===== src/rtl/scanline_fill_engine_if.sv =====
// rtl/scanline_fill_engine_if.sv - job, edge-fetch and row-write signals of the scanline fill engine
interface scanline_fill_engine_if #(
   parameter int ROW_PIX    = 64,
   parameter int NUM_ROWS   = 64,
   parameter int COLOR_W    = 24,
   parameter int NUM_LAYERS = 2
);
   localparam int LW = (NUM_LAYERS > 1) ? $clog2(NUM_LAYERS) : 1;
   localparam int RW = (NUM_ROWS > 1) ? $clog2(NUM_ROWS) : 1;

   logic                       start;
   logic [COLOR_W-1:0]         color;
   logic [LW-1:0]              layer;
   logic                       edge_req;
   logic [RW-1:0]              edge_row;
   logic                       edge_valid;
   logic [ROW_PIX-1:0]         edge_bits;
   logic                       wr_valid;
   logic                       wr_ready;
   logic [LW-1:0]              wr_layer;
   logic [RW-1:0]              wr_row;
   logic [ROW_PIX-1:0]         wr_mask;
   logic [ROW_PIX*COLOR_W-1:0] wr_data;
   logic                       busy;
   logic                       done;

   modport master (
      output start, color, layer, edge_valid, edge_bits, wr_ready,
      input  edge_req, edge_row, wr_valid, wr_layer, wr_row, wr_mask, wr_data, busy, done
   );

   modport slave (
      input  start, color, layer, edge_valid, edge_bits, wr_ready,
      output edge_req, edge_row, wr_valid, wr_layer, wr_row, wr_mask, wr_data, busy, done
   );
endinterface


===== src/rtl/scanline_fill_engine.sv =====
// rtl/scanline_fill_engine.sv - per-row edge fetch, outer-span fill mask and row write-back
// Optional feature macro SCANLINE_FILL_SKIP_EMPTY_EN: rows with an empty span issue no write.
module scanline_fill_engine #(
   parameter int ROW_PIX    = 64,
   parameter int NUM_ROWS   = 64,
   parameter int COLOR_W    = 24,
   parameter int NUM_LAYERS = 2
) (
   input logic                   clk,
   input logic                   n_rst,
   scanline_fill_engine_if.slave bus
);
   localparam int LW = (NUM_LAYERS > 1) ? $clog2(NUM_LAYERS) : 1;
   localparam int RW = (NUM_ROWS > 1) ? $clog2(NUM_ROWS) : 1;
   localparam logic [RW-1:0] LAST_ROW = RW'(NUM_ROWS - 1);

   typedef enum logic [2:0] {
      S_IDLE,
      S_REQ,
      S_SCAN,
      S_WRITE,
      S_DONE
   } state_t;

   state_t             state_q;
   logic [RW-1:0]      row_q;
   logic [COLOR_W-1:0] color_q;
   logic [LW-1:0]      layer_q;
   logic [ROW_PIX-1:0] edge_q;
   logic [ROW_PIX-1:0] mask_q;
   logic               busy_q;
   logic               done_q;
   logic               edge_req_q;
   logic               wr_valid_q;

   logic [ROW_PIX-1:0] lo_seen_d;
   logic [ROW_PIX-1:0] hi_seen_d;
   logic [ROW_PIX-1:0] mask_d;
   logic               last_row;

   // A pixel lies in the span when an edge exists at or below it and at or above it.
   always_comb begin
      logic acc_lo;
      logic acc_hi;
      acc_lo    = 1'b0;
      acc_hi    = 1'b0;
      lo_seen_d = '0;
      hi_seen_d = '0;
      for (int j = 0; j < ROW_PIX; j++) begin
         acc_lo                 = acc_lo | edge_q[j];
         lo_seen_d[j]           = acc_lo;
         acc_hi                 = acc_hi | edge_q[ROW_PIX-1-j];
         hi_seen_d[ROW_PIX-1-j] = acc_hi;
      end
      mask_d = lo_seen_d & hi_seen_d;
   end

   assign last_row = (row_q == LAST_ROW);

   always_ff @(posedge clk or negedge n_rst) begin
      if (!n_rst) begin
         state_q    <= S_IDLE;
         row_q      <= '0;
         color_q    <= '0;
         layer_q    <= '0;
         edge_q     <= '0;
         mask_q     <= '0;
         busy_q     <= 1'b0;
         done_q     <= 1'b0;
         edge_req_q <= 1'b0;
         wr_valid_q <= 1'b0;
      end else begin
         done_q <= 1'b0;
         case (state_q)
            S_IDLE: begin
               if (bus.start) begin
                  color_q    <= bus.color;
                  layer_q    <= bus.layer;
                  row_q      <= '0;
                  busy_q     <= 1'b1;
                  edge_req_q <= 1'b1;
                  state_q    <= S_REQ;
               end
            end
            S_REQ: begin
               if (bus.edge_valid) begin
                  edge_q     <= bus.edge_bits;
                  edge_req_q <= 1'b0;
                  state_q    <= S_SCAN;
               end
            end
            S_SCAN: begin
               mask_q <= mask_d;
`ifdef SCANLINE_FILL_SKIP_EMPTY_EN
               if (mask_d == '0) begin
                  if (last_row) begin
                     done_q  <= 1'b1;
                     state_q <= S_DONE;
                  end else begin
                     row_q      <= row_q + RW'(1);
                     edge_req_q <= 1'b1;
                     state_q    <= S_REQ;
                  end
               end else begin
                  wr_valid_q <= 1'b1;
                  state_q    <= S_WRITE;
               end
`else
               wr_valid_q <= 1'b1;
               state_q    <= S_WRITE;
`endif
            end
            S_WRITE: begin
               if (bus.wr_ready) begin
                  wr_valid_q <= 1'b0;
                  if (last_row) begin
                     done_q  <= 1'b1;
                     state_q <= S_DONE;
                  end else begin
                     row_q      <= row_q + RW'(1);
                     edge_req_q <= 1'b1;
                     state_q    <= S_REQ;
                  end
               end
            end
            S_DONE: begin
               busy_q  <= 1'b0;
               state_q <= S_IDLE;
            end
            default: begin
               busy_q     <= 1'b0;
               edge_req_q <= 1'b0;
               wr_valid_q <= 1'b0;
               state_q    <= S_IDLE;
            end
         endcase
      end
   end

   assign bus.busy     = busy_q;
   assign bus.done     = done_q;
   assign bus.edge_req = edge_req_q;
   assign bus.edge_row = row_q;
   assign bus.wr_valid = wr_valid_q;
   assign bus.wr_row   = row_q;
   assign bus.wr_layer = layer_q;
   assign bus.wr_mask  = mask_q;
   assign bus.wr_data  = {ROW_PIX{color_q}};
endmodule

===== src/flat_wrapper.sv =====
// flat-port wrapper written by rule: the top's interface ports become plain ports
module scanline_fill_engine_flat 
#(
   parameter int ROW_PIX    = 64,
   parameter int NUM_ROWS   = 64,
   parameter int COLOR_W    = 24,
   parameter int NUM_LAYERS = 2
)
  (clk, n_rst, bus_start, bus_color, bus_layer, bus_edge_valid, bus_edge_bits, bus_wr_ready, bus_edge_req, bus_edge_row, bus_wr_valid, bus_wr_layer, bus_wr_row, bus_wr_mask, bus_wr_data, bus_busy, bus_done);
  scanline_fill_engine_if #(.ROW_PIX(ROW_PIX), .NUM_ROWS(NUM_ROWS), .COLOR_W(COLOR_W), .NUM_LAYERS(NUM_LAYERS)) bus_i ();
  input logic clk;
  input logic n_rst;
  input wire logic [$bits(bus_i.start)-1:0] bus_start;
  input wire logic [$bits(bus_i.color)-1:0] bus_color;
  input wire logic [$bits(bus_i.layer)-1:0] bus_layer;
  input wire logic [$bits(bus_i.edge_valid)-1:0] bus_edge_valid;
  input wire logic [$bits(bus_i.edge_bits)-1:0] bus_edge_bits;
  input wire logic [$bits(bus_i.wr_ready)-1:0] bus_wr_ready;
  output wire logic [$bits(bus_i.edge_req)-1:0] bus_edge_req;
  output wire logic [$bits(bus_i.edge_row)-1:0] bus_edge_row;
  output wire logic [$bits(bus_i.wr_valid)-1:0] bus_wr_valid;
  output wire logic [$bits(bus_i.wr_layer)-1:0] bus_wr_layer;
  output wire logic [$bits(bus_i.wr_row)-1:0] bus_wr_row;
  output wire logic [$bits(bus_i.wr_mask)-1:0] bus_wr_mask;
  output wire logic [$bits(bus_i.wr_data)-1:0] bus_wr_data;
  output wire logic [$bits(bus_i.busy)-1:0] bus_busy;
  output wire logic [$bits(bus_i.done)-1:0] bus_done;
  assign bus_i.start = bus_start;
  assign bus_i.color = bus_color;
  assign bus_i.layer = bus_layer;
  assign bus_i.edge_valid = bus_edge_valid;
  assign bus_i.edge_bits = bus_edge_bits;
  assign bus_i.wr_ready = bus_wr_ready;
  assign bus_edge_req = bus_i.edge_req;
  assign bus_edge_row = bus_i.edge_row;
  assign bus_wr_valid = bus_i.wr_valid;
  assign bus_wr_layer = bus_i.wr_layer;
  assign bus_wr_row = bus_i.wr_row;
  assign bus_wr_mask = bus_i.wr_mask;
  assign bus_wr_data = bus_i.wr_data;
  assign bus_busy = bus_i.busy;
  assign bus_done = bus_i.done;
  scanline_fill_engine #(.ROW_PIX(ROW_PIX), .NUM_ROWS(NUM_ROWS), .COLOR_W(COLOR_W), .NUM_LAYERS(NUM_LAYERS)) u_core (.clk(clk), .n_rst(n_rst), .bus(bus_i));
endmodule

===== config.mk =====
export PLATFORM = sky130hd
export DESIGN_NAME = scanline_fill_engine_flat
export DESIGN_NICKNAME = d
export VERILOG_FILES = /design/src/rtl/scanline_fill_engine_if.sv /design/src/rtl/scanline_fill_engine.sv /design/src/flat_wrapper.sv
export SDC_FILE = /design/constraint.sdc
export NUM_CORES = 1
export LEC_CHECK = 0
export CORE_AREA = 5 5 666 668
export CTS_BUF_LIST = sky130_fd_sc_hd__clkbuf_4
export CTS_CLUSTER_SIZE = 25
export DETAILED_ROUTE_END_ITERATION = 16
export DIE_AREA = 0 0 671 673
export SETUP_SLACK_MARGIN = 0.2
export SYNTH_ARGS = -nofsm -noshare
export SYNTH_HDL_FRONTEND = slang
export SYNTH_SLANG_ARGS = --single-unit

===== constraint.sdc =====
create_clock -name clk -period 2.4 [get_ports clk]
set_input_delay 0.24 -clock clk [delete_from_list [all_inputs] [get_ports clk]]
set_output_delay 0.24 -clock clk [all_outputs]
set_load 0.005 [all_outputs]

==> results.md, run 1 <==
* Status: complete, no violations
* Post-Place Worst Slack at 0.0242 ns
* Die H at 673 µm
* Gpl congestion at 0.771
* Top cells by area, synth: buf_4 (61%), dfrtp_1 (22%), mux2_2 (5.4%), nand2_1 (1.3%), nor2_1 (1.0%)
* Critical Path RT at 2.16 ns
* Synthesized flop and latch total at 166
* Synthesized cell area at 18600 µm²
* Reg2Reg Depth at 7
* CP endpoint: bus_wr_data[433]
* P&R area growth vs syn at 114%
* Die ar. at 452000 µm²
* Vias in the first global route at 15400
* Clock Skew at 0.109 ns
* Buf+Inv Stages, Crit Path at 4
* Max Freq at 0.421 GHz
* Final worst setup slack at 0.0275 ns
* Async SR Flop Fraction at 100%
* Setup violations, final at 0
* Slew headroom at 46.7%
* DRT Pass-1 Iters at 5
* Overall Power at 60.3 mW
* Crit. Startpoint: u_core.color_q[1]
* Synth top area share at 61.1%
* FF-to-FF setup slack at 0.09 ns
* Port buffer count at 1710
* CP Data Arrival Time at 2.13 ns
* CP max FO at 5
* Leakage at 17.8 nW
* Post-Synthesis Net Count at 2245
* Slowest stage delay, CP at 0.57 ns
* RSZ-0062 raised after global routing: yes
* Synth Warn # at 0
* PD cells at 1520 nW/µm²
* Worst Tran Pin Value at 0.800 ns
* DR iter-0 viols at 836
* Post-route ant nets at 0
* Layout net count at 3100
* Post-synth EDFFs at 0
* Hold Vio Cnt, Final at 0
* Crit path max-delay family: buffers and inverters
* Vias at 16600
* Remaining DRCs at 0
* Drt via density at 1.88
* Hold WC Path Type: primary input to flop
* Largest net degree at the start of global routing at 70
* R2R Path End: u_core.bus.wr_mask[54]
* Maximum vdd drop at 0.982 mV
* Site Rows at 243
* Slowest-stage cell, CP: dfrtp_4
* DRT Wirelength at 154 mm
* Global-route wire length before repair at 177 mm
* Synth Area per Inst at 8.67 µm²
* Fin. max-slew vios at 0
* Setup crit end kind: primary output
* Top cells by count, synth: buf_4 (1518), dfrtp_1 (166), mux2_2 (90)
* DP Wirelength at 91.6 mm
* Mapped Cells at 2150
* Hold Slack at 0.189 ns
* CTS Buffer Depth at 3
* Most common flop cell mapped by yosys: dfrtp_1
* Avg WL per Cell at 17.5 µm
* Stages on worst setup path at 4
* CORE AREA at 437000 µm²
* TritonCTS clock tree: built
* Overflow left after global routing at 0
* Most common cell in the synthesized netlist: buf_4
* Cell taking the most area after synthesis: buf_4
* Share of layout cells above drive strength 1 at 53.3%
* Clock latency on the worst-skew pair at 0.87 ns
* Die width at 671 µm
* Synth cell types at 50
* Final period util at 98.9%
* GRT Overall Usage at 5.98%
* Setup TNS Final at 0 ns
* Max-cap violations at 0
* Initial Util at 4.27%
* Tmin final at 2.37 ns
* CP Launch Type: flop
* Initial antenna violation count at 69
* Sink Count at 166
* Seq/Total Area, Yosys at 22.3%
* Number of fillers in the final layout at 50600
* Num CTS Buffers at 25
* Cells along the critical path: buf_4 > buf_12 > buf_16 > dlygate4sd2_1
* CTS clk-pin slew, worst paths at 0.20 ns
* Design Area, Final at 39800 µm²
* Crit Reg-Reg Startpoint: u_core.edge_q[23]
* H-tree depth at 4
* Num ports at 1711
* CP Class: flop to primary output
* Placed Area at 32600 µm²
* Clk root buf: clkbuf_4
## sequential cells by signal (all words and copies together) (netlist names)
name	flops
u_core.edge_q	64
u_core.bus.done	1
u_core.bus.wr_mask	64
u_core.bus.wr_valid	1
u_core.color_q	24
u_core.state_q	3
u_core.bus.edge_row	6
u_core.bus.busy	1
u_core.bus.edge_req	1
u_core.bus.wr_layer	1
## layer usage
metal  GRT usage (%)  routed length (µm)
met1            8.06               69400
met2            10.1               74000
met3            1.10                8160
met4           0.782                2460
met5               0                  41
## through the flow
stage	instances	utilization, %
4_1_cts	8541	8.60
3_3_place_gp	8157	7.46
6_report	8792	9.12
5_1_grt	8778	9.11
3_5_place_dp	8157	7.46
2_1_floorplan	2150	-
## worst register-to-register path, stage by stage, from the launching register on
cell     delay [ns]
dfrtp_1        0.46
or4_4          0.56
nor4_4         0.30
buf_6          0.17
nand3_1        0.11
buf_4          0.16
nor4_2         0.25
o31ai_1        0.11
## cell type report
class | count | area, µm² | area share (%)
clock buffer | 26 | 195 | 0.490
clock inverter | 7 | 61.3 | 0.154
sequential | 166 | 4230 | 10.6
antenna | 24 | 60.1 | 0.151
inverter | 2 | 7.51 | 0.0189
timing repair buffer | 2379 | 24900 | 62.5
tap | 5757 | 7200 | 18.1
multi-input combinational | 431 | 3160 | 7.93
## power breakdown
part,switching [mW],internal (mW),leakage (nW)
registers,1.68,4.17,1.87
clock network,1.48,0.636,0.153
logic,21.8,30.5,15.7
total,25.0,35.4,17.8
## cells by family after synthesis
logic type | count (synthesis) | share of synthesized area (%)
AO/OA/AOI/OAI | 107 | 3.57
flip-flops | 166 | 22.3
multiplexers | 100 | 5.97
XOR/XNOR | 2 | 0.0940
AND/OR/NAND/NOR | 221 | 6.17
buffers and inverters | 1553 | 61.8
adder cells (fa/ha/maj) | 1 | 0.0671
## timing repair
action                     in CTS  in global routing
pin swaps                       0                 13
gates resized for setup      1850               1827
cloned                         83                 31
hold buffers                   79                  0
hold endpoints to repair      246                  0
setup endpoints to repair    1651               1662
setup buffers                 189                198
## worst min path at each step
stage	to	cells after the start	slack (ns)	startpoint
after floorplan	u_core.bus.busy	0	-0.06	n_rst
after global placement	u_core.edge_q[41]	1	0.36	n_rst
after detailed placement	u_core.edge_q[41]	1	0.36	n_rst
after CTS	u_core.edge_q[60]	2	0.007	bus_edge_bits[60]
after global routing	u_core.edge_q[43]	2	0.04	bus_edge_bits[43]
final	u_core.edge_q[43]	2	0.19	bus_edge_bits[43]
## cell usage in the layout, fill, tap and decap left out, drive strengths merged, types with 5 or more instances in the layout
cell / count
buf: 1027
clkdlybuf4s50: 277
and3: 5
nor2: 52
dlygate4sd3: 79
clkinv: 6
or4: 11
dlymetal6s2s: 136
o31ai: 15
nor3: 28
mux2: 90
o22ai: 6
a21oi: 15
or3: 10
nand3: 11
mux2i: 10
or2: 7
dlygate4sd2: 432
o21ai: 46
o32ai: 7
nand2: 64
dfrtp: 166
nand4: 7
diode: 24
nor4: 14
clkdlybuf4s15: 35
clkbuf: 416
(Power assumes the default switching activity.)
==> inputs of run 2 (changes only) <==
==> constraint.sdc (replaced) <==
create_clock -name clk -period 2.4 [get_ports clk]
set_input_delay 0.48 -clock clk [delete_from_list [all_inputs] [get_ports clk]]
set_output_delay 0.48 -clock clk [all_outputs]
set_load 0.005 [all_outputs]
==> results.md, run 2 (same netlist as run 1, synthesis figures left out) <==
* Status: finished, violations left
* Failing checks: negative setup slack
* Crit path max-delay family: buffers and inverters
* DR iter-0 viols at 921
* Most frequent cells in the layout: clkdlybuf4s50_1 (1079), buf_6 (216), clkbuf_2 (159)
* Die H at 673 µm
* FF-to-FF setup slack at -0.08 ns
* Initial antenna violation count at 77
* CP Class: flop to primary output
* GR Layer Usage met2 at 8.59%
* Largest net degree at the start of global routing at 66
* Global-route wire length before repair at 143 mm
* Gpl congestion at 0.769
* Die ar. at 452000 µm²
* Most common cell after layout, fill and taps aside: clkdlybuf4s50_1
* Remaining DRCs at 0
* Slowest stage delay, CP at 0.90 ns
* Slew headroom at 56.4%
* H-tree depth at 4
* GRT Overall Usage at 4.74%
* Clk root buf: clkbuf_4
* Site Rows at 243
* Maximum vdd drop at 0.667 mV
* Post-route ant nets at 0
* Setup crit end kind: primary output
* Non-filler cells, final at 8447
* Overflow left after global routing at 0
* Drt via density at 1.79
* Final core occ at 8.38%
* Sink Count at 166
* Port buffer count at 1710
* Vias at 15100
* Hold WC Path Type: primary input to asynchronous set/reset pin
* Final worst setup slack at -0.319 ns
* CTS Buffer Depth at 3
* GR Layer Usage met3 at 1.07%
* DRT Wirelength at 142 mm
* Buf+Inv Stages, Crit Path at 1
* CTS clk-pin slew, worst paths at 0.22 ns
* RSZ-0062 raised after global routing: yes
* Reg2Reg Depth at 6
* Num ports at 1711
* Stages on worst setup path at 1
* Setup violations, final at 1317
* Layout net count at 2767
* Fin. max-slew vios at 0
* P&R area growth vs syn at 96.2%
* Die width at 671 µm
* Share of layout cells above drive strength 1 at 33.8%
* Cells along the critical path: clkdlybuf4s50_1
* Clock latency on the worst-skew pair at 0.85 ns
* Hold Vio Cnt, Final at 0
* Tmin final at 2.72 ns
* CORE AREA at 437000 µm²
* Leakage at 14.4 nW
* Crit Reg-Reg Startpoint: u_core.edge_q[37]
* PD cells at 1530 nW/µm²
* Num CTS Buffers at 25
* Clock Skew at 0.0924 ns
* Critical Path RT at 1.92 ns
* Avg WL per Cell at 16.8 µm
* CP Data Arrival Time at 2.24 ns
* Final period util at 113%
* Max Freq at 0.368 GHz
* Placed insts at 8172
* TritonCTS clock tree: built
* CP max FO at 4
* Initial Util at 4.27%
* R2R Path End: u_core.bus.wr_mask[50]
* Vias in the first global route at 13900
* DRT Pass-1 Iters at 5
* Number of fillers in the final layout at 50800
* DP Wirelength at 92.7 mm
* Max-cap violations at 0
* GR peak layer: met2
* GR Util met1 at 5.68%
* Worst Tran Pin Value at 0.653 ns
* CP Launch Type: flop
* Slowest-stage cell, CP: clkdlybuf4s50_1
[run 2: cell types whose count changed in the layout (fill, tap and decap cells not counted), moves of 78 or more]
cell / delta
clkdlybuf4s50_1: +802
dlygate4sd3_1: -78
clkbuf_2: -207
buf_6: -227
dlygate4sd2_1: -389
buf_4: -125
[run 2: final cells by class]
cell class                      instances  area (µm²)  area share [%]
Sequential cell                       166        4230            11.6
Inverter                                2        7.51          0.0205
Tap cell                             5757        7200            19.7
Clock buffer                           26         195           0.534
Clock inverter                          6        55.1           0.151
Antenna cell                           13        32.5          0.0890
Multi-Input combinational cell        431        2980            8.14
Timing Repair Buffer                 2046       21900            59.8
[run 2: how the worst max path moves through the flow]
stage	from	to
finish	u_core.bus.edge_row[5]	bus_wr_row[5]
global route	u_core.color_q[15]	bus_wr_data[375]
CTS	u_core.color_q[10]	bus_wr_data[370]
detailed placement	u_core.edge_q[36]	u_core.bus.wr_mask[51]
global placement	u_core.edge_q[63]	u_core.bus.wr_mask[1]
floorplan	u_core.edge_q[23]	u_core.bus.wr_mask[54]
[run 2: timing repair]
action,in CTS,in global routing
pin swaps,0,0
endpoints found under the setup margin,1656,1673
endpoints found under the hold margin,114,0
resized for setup,870,859
hold buffers,1,0
cloned,24,47
buffers inserted,61,97
[run 2: power breakdown]
| group | switching [mW] | internal, mW | total [mW] |
|---|---|---|---|
| Clock | 1.39 | 0.631 | 2.03 |
| Combinational | 19.1 | 28.8 | 48.0 |
| Sequential | 1.72 | 4.17 | 5.88 |
[run 2: stage by stage]
step	setup slack [ns]	power (mW)	cell area (µm²)	setup TNS, ns	hold slack, ns
detailed placement	-0.00546	46.3	32700	-0.00546	0.480
floorplan	0.188	30.9	18600	0	0.184
CTS	-0.557	51.9	34300	-645.19	0.0397
finish	-0.319	55.9	36600	-210.98	0.150
global route	-0.459	59.3	36500	-474.21	0.0839
global placement	0.0177	46.2	32700	0	0.483
[run 2: routing by layer]
metal,vias to the layer above,part of all wire [%]
met2,1111,49
li1,6427,-
met1,7379,42
met4,4,1.6
met5,-,0.019
met3,162,6.8
